===== config.mk =====
export PLATFORM = sky130hd
export DESIGN_NAME = instr_fetch_unit
export DESIGN_NICKNAME = d
export VERILOG_FILES = /design/src/rtl/instr_fetch_unit_pkg.sv /design/src/rtl/instr_fetch_unit_pc_register.sv /design/src/rtl/instr_fetch_unit.sv
export SDC_FILE = /design/constraint.sdc
export NUM_CORES = 1
export LEC_CHECK = 0
export ABC_AREA = 1
export BUFFER_PORTS_ARGS = -buffer_cell sky130_fd_sc_hd__buf_2
export CAP_MARGIN = 20
export CORE_MARGIN = 10
export CORE_UTILIZATION = 44
export CTS_CLUSTER_SIZE = 14
export DETAILED_ROUTE_END_ITERATION = 8
export PLACE_DENSITY = 0.78
export REMOVE_ABC_BUFFERS = 1
export SETUP_SLACK_MARGIN = 0.2
export SYNTH_ARGS = -nofsm -noshare
export SYNTH_HDL_FRONTEND = slang
export SYNTH_SLANG_ARGS = --single-unit

===== constraint.sdc =====
create_clock -name clk -period 3.1 [get_ports clk]
set_input_delay 0.465 -clock clk [delete_from_list [all_inputs] [get_ports clk]]
set_output_delay 0.465 -clock clk [all_outputs]
set_load 0.02 [all_outputs]

===== src/rtl/instr_fetch_unit_pkg.sv =====
// Shared RISC-V definitions for the fetch stage: opcodes, the reset NOP word
// and the fetch FSM state encoding.
package instr_fetch_unit_pkg;

    localparam logic [6:0] OP_R      = 7'b0110011;
    localparam logic [6:0] OP_I      = 7'b0010011;
    localparam logic [6:0] OP_LOAD   = 7'b0000011;
    localparam logic [6:0] OP_STORE  = 7'b0100011;
    localparam logic [6:0] OP_BRANCH = 7'b1100011;

    // addi x0, x0, 0
    localparam logic [31:0] NOP_WORD = 32'h0000_0013;

    typedef enum logic [1:0] {
        S_REQ   = 2'b00,
        S_WAIT  = 2'b01,
        S_VALID = 2'b10,
        S_ERR   = 2'b11
    } fetch_state_e;

    function automatic logic is_word_aligned(input logic [1:0] low_bits);
        return low_bits == 2'b00;
    endfunction

endpackage


===== src/rtl/instr_fetch_unit_pc_register.sv =====
// Program counter: async-reset flop with load enable, next-PC select between
// the sequential PC+4 and the redirect target.
module instr_fetch_unit_pc_register #(
    parameter int              XLEN     = 32,
    parameter logic [XLEN-1:0] RESET_PC = '0
) (
    input  logic            clk,
    input  logic            rst,
    input  logic            load,
    input  logic            pc_src,
    input  logic [XLEN-1:0] pc_target,
    output logic [XLEN-1:0] pc,
    output logic [XLEN-1:0] pc_plus4
);

    logic [XLEN-1:0] pc_next;

    // Unsigned add wraps naturally at 2^XLEN.
    assign pc_plus4 = pc + XLEN'(4);
    assign pc_next  = pc_src ? pc_target : pc_plus4;

    // NOTE: sequential state uses non-blocking assignment so every flop samples
    // pre-edge values regardless of block ordering.
    always_ff @(posedge clk or posedge rst) begin
        if (rst) begin
            pc <= RESET_PC;
        end else if (load) begin
            pc <= pc_next;
        end
    end

endmodule


===== src/rtl/instr_fetch_unit.sv =====
// Instruction fetch stage: request/response to instruction memory, instruction
// register with decoded fields, valid/ready hand-off to the control unit.
module instr_fetch_unit
    import instr_fetch_unit_pkg::*;
#(
    parameter int              XLEN      = 32,
    parameter logic [XLEN-1:0] RESET_PC  = '0,
    parameter logic [31:0]     NOP_INSTR = NOP_WORD
) (
    input  logic            clk,
    input  logic            rst,
    output logic            imem_req,
    output logic [XLEN-1:0] imem_addr,
    input  logic            imem_ready,
    input  logic            imem_rvalid,
    input  logic [31:0]     imem_rdata,
    output logic            instr_valid,
    input  logic            instr_ready,
    input  logic            PCSrc,
    input  logic [XLEN-1:0] PCTarget,
    output logic [31:0]     Instr,
    output logic [XLEN-1:0] PC,
    output logic [XLEN-1:0] PCPlus4,
    output logic [6:0]      Op,
    output logic [4:0]      rd,
    output logic [2:0]      funct3,
    output logic [4:0]      rs1,
    output logic [4:0]      rs2,
    output logic [6:0]      funct7,
    output logic            fetch_error,
    output logic [31:0]     instr_count
);

    fetch_state_e state, next_state;
    logic         handshake;
    logic         misaligned;
    logic         pc_load;

    // A redirect to a non-word address freezes the stage instead of fetching.
    assign misaligned = PCSrc && !is_word_aligned(PCTarget[1:0]);
    assign pc_load    = handshake && !misaligned;

    instr_fetch_unit_pc_register #(
        .XLEN     (XLEN),
        .RESET_PC (RESET_PC)
    ) u_pc (
        .clk       (clk),
        .rst       (rst),
        .load      (pc_load),
        .pc_src    (PCSrc),
        .pc_target (PCTarget),
        .pc        (PC),
        .pc_plus4  (PCPlus4)
    );

    assign imem_addr = PC;

    always_ff @(posedge clk or posedge rst) begin
        if (rst) begin
            state <= S_REQ;
        end else begin
            state <= next_state;
        end
    end

    // NOTE: every output of this block gets a default first, so no path leaves
    // a signal unassigned and no latch is inferred.
    always_comb begin
        next_state  = state;
        imem_req    = 1'b0;
        instr_valid = 1'b0;
        handshake   = 1'b0;
        case (state)
            S_REQ: begin
                imem_req = 1'b1;
                if (imem_ready) next_state = S_WAIT;
            end
            S_WAIT: begin
                if (imem_rvalid) next_state = S_VALID;
            end
            S_VALID: begin
                instr_valid = 1'b1;
                if (instr_ready) begin
                    handshake  = 1'b1;
                    next_state = misaligned ? S_ERR : S_REQ;
                end
            end
            S_ERR: begin
                next_state = S_ERR;
            end
            default: next_state = S_REQ;
        endcase
    end

    // NOTE: the instruction register is a real register with a defined reset
    // value (a NOP), not a memory, so it is reset like any other flop.
    always_ff @(posedge clk or posedge rst) begin
        if (rst) begin
            Instr       <= NOP_INSTR;
            instr_count <= '0;
            fetch_error <= 1'b0;
        end else begin
            if (state == S_WAIT && imem_rvalid) Instr <= imem_rdata;
            if (handshake) instr_count <= instr_count + 32'd1;
            if (handshake && misaligned) fetch_error <= 1'b1;
        end
    end

    assign Op     = Instr[6:0];
    assign rd     = Instr[11:7];
    assign funct3 = Instr[14:12];
    assign rs1    = Instr[19:15];
    assign rs2    = Instr[24:20];
    assign funct7 = Instr[31:25];

endmodule


# ---- After elaboration in Yosys (flattened, before gate mapping)
# Index checks and enable logic that the tools add are counted.
dict set report totals {
  output_inout_bits 195
  input_bits 70
  word_cells 32
  ff_bits 99
}
dict set report op_classes {
  muxes 10
  reduce_logical 9
  add_sub_neg 2
  eq_ne 6
}
# operator count
set op_table {}
lappend op_table {{$add 32x1->32 const B} 1}
lappend op_table {{$add 32x3->32 const B} 1}
lappend op_table {{$mux 32} 1}
lappend op_table {{$mux 2} 4}
lappend op_table {{$pmux 2 s4} 1}
lappend op_table {{$ne 2x2->1 const B} 3}
lappend op_table {{$eq 2x2->1 const B} 2}
lappend op_table {{$logic_and 1x1->1} 4}
lappend op_table {{$logic_not 2->1} 2}
lappend op_table {{$mux 1} 4}
lappend op_table {{$reduce_and 3->1} 1}
lappend op_table {{$eq 2x1->1 const B} 1}
lappend op_table {{$logic_not 1->1} 2}

# ---- Depth between registers and ports, before layout
dict set report logic_depth {
  ltp_word 6
  depth_mapped 10
  ltp_nobuf 10
}

# ---- Hierarchy
# A second synthesis with hierarchy kept.
dict set report hier_totals {
  cells_unflattened 843
  hier_area_um2 6143.4
}
# mod cells_each seq_area_each_um2 area_per_inst_um2 instances
set modules_own_cells {}
lappend modules_own_cells {instr_fetch_unit 461 1680.4 3683.5 1}
lappend modules_own_cells {instr_fetch_unit_pc_register 382 800.8 2459.9 1}

# ---- Worst setup path after synthesis
# No wires, ideal clock.
dict set report synth_path {
  kind {register to output}
  from {register u_pc.pc[3]}
  to {output port PCPlus4[16]}
  setup_slack_ns 1.005
  path_buffers 0
  path_stages_with_launch 7
  required_time_ns 2.635
  t_arrival_ns 1.630
  path_cell_list {dfrtp_1 ha_1 nand2_1 nor2_4 nand2_1 nor2_2 xor2_1}
}
dict set report synth_between {
  elab_chain_cells 1
}
# item line_no
set synth_lines {}
lappend synth_lines {{start, declared} instr_fetch_unit_pc_register.sv:12} ;# output logic [XLEN-1:0] pc,
lappend synth_lines {{start signal, assigned} instr_fetch_unit_pc_register.sv:28} ;# pc <= pc_next;
lappend synth_lines {{$add 32x3->32} instr_fetch_unit_pc_register.sv:19} ;# assign pc_plus4 = pc + XLEN'(4);
lappend synth_lines {{end, declared} instr_fetch_unit.sv:23} ;# output logic [XLEN-1:0] PCPlus4,
# No other way between the ends.

# ---- Worst setup path in the final report
# Ends and elaborated chain as after synthesis.

==> summary.md <==
| Metric | Value |
|---|---|
| Cell Rows | `42` |
| Clk_skew | `0.006898 ns` |
| Relative slew slack | `0.6252` |
| Worst Tran Pin Value | `0.5622 ns` |
| GRT Overall Usage | `0.1857` |
| Non-Filler Instances | `1121` |
| Crit path max fanout | `6` |
| DRT Wirelength | `17.92 mm` |
| Maximum capacitance violations | `0` |
| Placed cell areas | `0.006979 mm2` |
| Pint | `3.751 mW` |
| Clock-pin transition on the worst setup and hold timing paths | `0.07 ns` |
| Vias post-DR | `5466` |
| Status | `finished, final reports clean` |
| Lkg Pwr | `3.913 nW` |
| Setup_tns | `0 ns` |
| DR vias/cell | `4.876` |
| Top delay family on crit path | `simple AND/OR/NAND/NOR gates` |
| Antenna violations before repair | `0` |
| Power share of the clock group | `0.172` |
| Final Instance Area | `0.007308 mm2` |
| Die W | `136.6 um` |
| Delay of the slowest critical-path stage | `0.43 ns` |
| Placeable Area | `0.01330 mm2` |
| Final hold vios | `0` |
| Post-CTS resize count | `0` |
| GRT overflow | `0` |
| Crit. End Element | `primary output` |
| Seq/Total Area, Yosys | `0.4145` |
| First-pass GRT wire length | `27.95 mm` |
| Initial cell density of the core | `0.4502` |
| First DRT Iteration DRCs | `325` |
| Cells after DPL | `1105` |
| Switching share of power | `0.4791` |
| Final Critical Period | `2.488 ns` |
| Worst endpoint required time | `2.63 ns` |
| H-tree depth | `3` |
| Clk buf depth | `2` |
| Hold_buf cts | `0` |
| Most common cell after layout, fill and taps aside | `buf_2` |
| Max Fclk | `0.4019 GHz` |
| Cts bufs inserted | `9` |
| Switch Pwr | `3.450 mW` |
| Top cell by count, worst path | `nand2_1` |
| RSZ-0062 raised after global routing | `false` |
| Post-CTS setup buffer count | `0` |
| Netlist Area Pre-Place | `0.005986 mm2` |
| Ratio of cells with drive above 1 in the final layout | `0.3683` |
| Drt drc | `0` |
| ANT nets after route | `0` |
| Distinct cell type count after synthesis | `36` |
| Arr. time, crit path | `2.02 ns` |
| Comb pwr share | `0.507` |
| Yosys reg bits | `99` |
| Area Overhead vs Synth | `22.09%` |
| Worst-path cell chain | `ha_1 -> nand2_1 -> nor2_4 -> nand2_1 -> nor2_2 -> xor2_1 -> buf_2` |
| Most frequent cells in the layout | `264 x buf_2, 239 x nand2_1, 96 x dfrtp_1, 74 x nor2_1, 63 x inv_1` |
| Hold_ws | `0.1787 ns` |
| Max rail drop VDD | `0.6836 mV` |
| Height of the die | `136.6 um` |
| Filler cells | `1266` |
| Final number of setup-violating endpoints | `0` |
| IO Count | `265` |
| PortBufs | `264` |
| Synth warn | `0` |
| Pwr Density | `985.2 mW/mm2` |
| Routed length per instance | `15.98 um` |
| CTS tree | `built` |
| WS Path Type | `register to primary output` |
| Pre-antenna DRT Iters | `4` |
| Max-slew violation total from the final report | `0` |
| Root cell of the clock tree | `clkbuf_16` |
| DIE AREA | `0.01867 mm2` |
| Synthesized instance count | `740` |
| Ant. Diodes | `0` |
| Critical path's slowest cell | `dfrtp_1` |
| Critical path buffers and inverters | `1` |
| Final #Nets | `1012` |
| Clk Latency, worst-skew pair | `0.35 ns` |
| CP startpoint kind | `register` |
| Synthesized area per cell | `8.089 um2` |
| Post-DP HPWL | `14.23 mm` |
| Largest net degree at the start of global routing | `57` |
| Vias in the first global route | `5535` |
| Gpl congestion | `0.8592` |
| Clock sink total | `99` |
| Final period util | `0.8027` |
| Hold Crit Class | `input pin to asynchronous set/reset pin` |
| Part of the power in registers | `0.321` |
path summary, 6_finish.rpt:
check | start | endpoint | slack [ns] | cells past startpoint
setup / recovery | u_pc.pc[3] | PCPlus4[16] | 0.61 | 7
hold / removal | rst | Instr[6] | 0.18 | 2
setup reg to reg | state[0] | u_pc.pc[3] | 1.01 | 9
hold reg to reg | fetch_error | fetch_error | 0.50 | 1
max in group asynchronous | rst | u_pc.pc[10] | 2.23 | 3
min in group clk | PCTarget[27] | u_pc.pc[27] | 0.33 | 3
cells by family (layout without fill, tap and decap cells):
family	count (synthesis)	in the layout	synth area share
multiplexers	32	32	0.06020
AO/OA/AOI/OAI	38	38	0.05080
AND/OR/NAND/NOR	393	393	0.2843
buffers and inverters	145	350	0.1407
flip-flops	99	99	0.4145
adder cells (fa/ha/maj)	2	2	0.004180
XOR/XNOR	31	31	0.04536
Yosys cell counts (all sizes together):
| cell type | n | area share |
|---|---|---|
| dfrtp | 96 | 0.40 |
| nor2 | 85 | 0.064 |
| nor3 | 2 | 0.0036 |
| xnor2 | 12 | 0.018 |
| inv | 67 | 0.043 |
| a22oi | 22 | 0.034 |
| and2 | 6 | 0.0063 |
| o211ai | 3 | 0.0038 |
| o221ai | 1 | 0.0015 |
| nand3 | 36 | 0.032 |
| nand3b | 8 | 0.010 |
| o21bai | 1 | 0.0013 |
| buf | 77 | 0.097 |
| nand4 | 12 | 0.013 |
| clkbuf | 1 | 0.00063 |
| nand2 | 243 | 0.15 |
| o22ai | 1 | 0.0010 |
| a21oi | 2 | 0.0017 |
| o21ai | 8 | 0.0073 |
| mux2 | 32 | 0.060 |
| ha | 2 | 0.0042 |
| xor2 | 19 | 0.028 |
| or2 | 1 | 0.0010 |
| dfstp | 3 | 0.013 |
worst reg2reg max path, cell delays in order, from the launching register on:
cell     delay (ns)
dfrtp_1        0.41
inv_2          0.10
nand3_4        0.22
inv_6          0.19
nand2_4        0.24
nor2_4         0.15
buf_4          0.35
inv_1          0.16
nor2_1         0.11
nor2_1         0.05
state kept, by name (all words and copies together), names as in the netlist:
register and flops:
fetch_error 1, instr_count 32, state 2, u_pc.pc 32
Instr 32
routing by layer:
layer	vias up	share of wire	GRT usage
met1	2552	0.39	0.2165
met5	-	0	0
met3	23	0.10	0.05499
met4	0	0.017	0.07101
met2	209	0.49	0.3143
li1	2682	-	-
cell type report:
class / count / area [um2] / share of cell area
clock buffers: 11 / 242.7 / 0.03321
repair buffers: 267 / 1356 / 0.1856
clock inverters: 5 / 86.33 / 0.01181
flip-flops and latches: 99 / 2481 / 0.3395
inverters: 67 / 259.0 / 0.03544
well taps: 176 / 220.2 / 0.03013
multi-input cells: 496 / 2663 / 0.3643
metrics by stage:
step	setup slack [ns]	total power, mW	utilization
4_1_cts	0.5806	7.296	0.5497
6_report	0.6118	7.200	0.5497
3_3_place_gp	0.9224	5.974	0.5249
2_1_floorplan	0.04954	4.541	-
3_5_place_dp	0.9114	6.040	0.5249
5_1_grt	0.4502	7.665	0.5497
power groups by stage:
stage / clock (mW) / sequential (mW) / combinational [mW]
floorplan: 0 / 3.26 / 1.28
CTS: 1.27 / 2.31 / 3.72
global route: 1.32 / 2.40 / 3.95
detailed placement: 0 / 2.33 / 3.71
finish: 1.24 / 2.31 / 3.65
global placement: 0 / 2.30 / 3.68
Power figures use the tool's default switching activity.
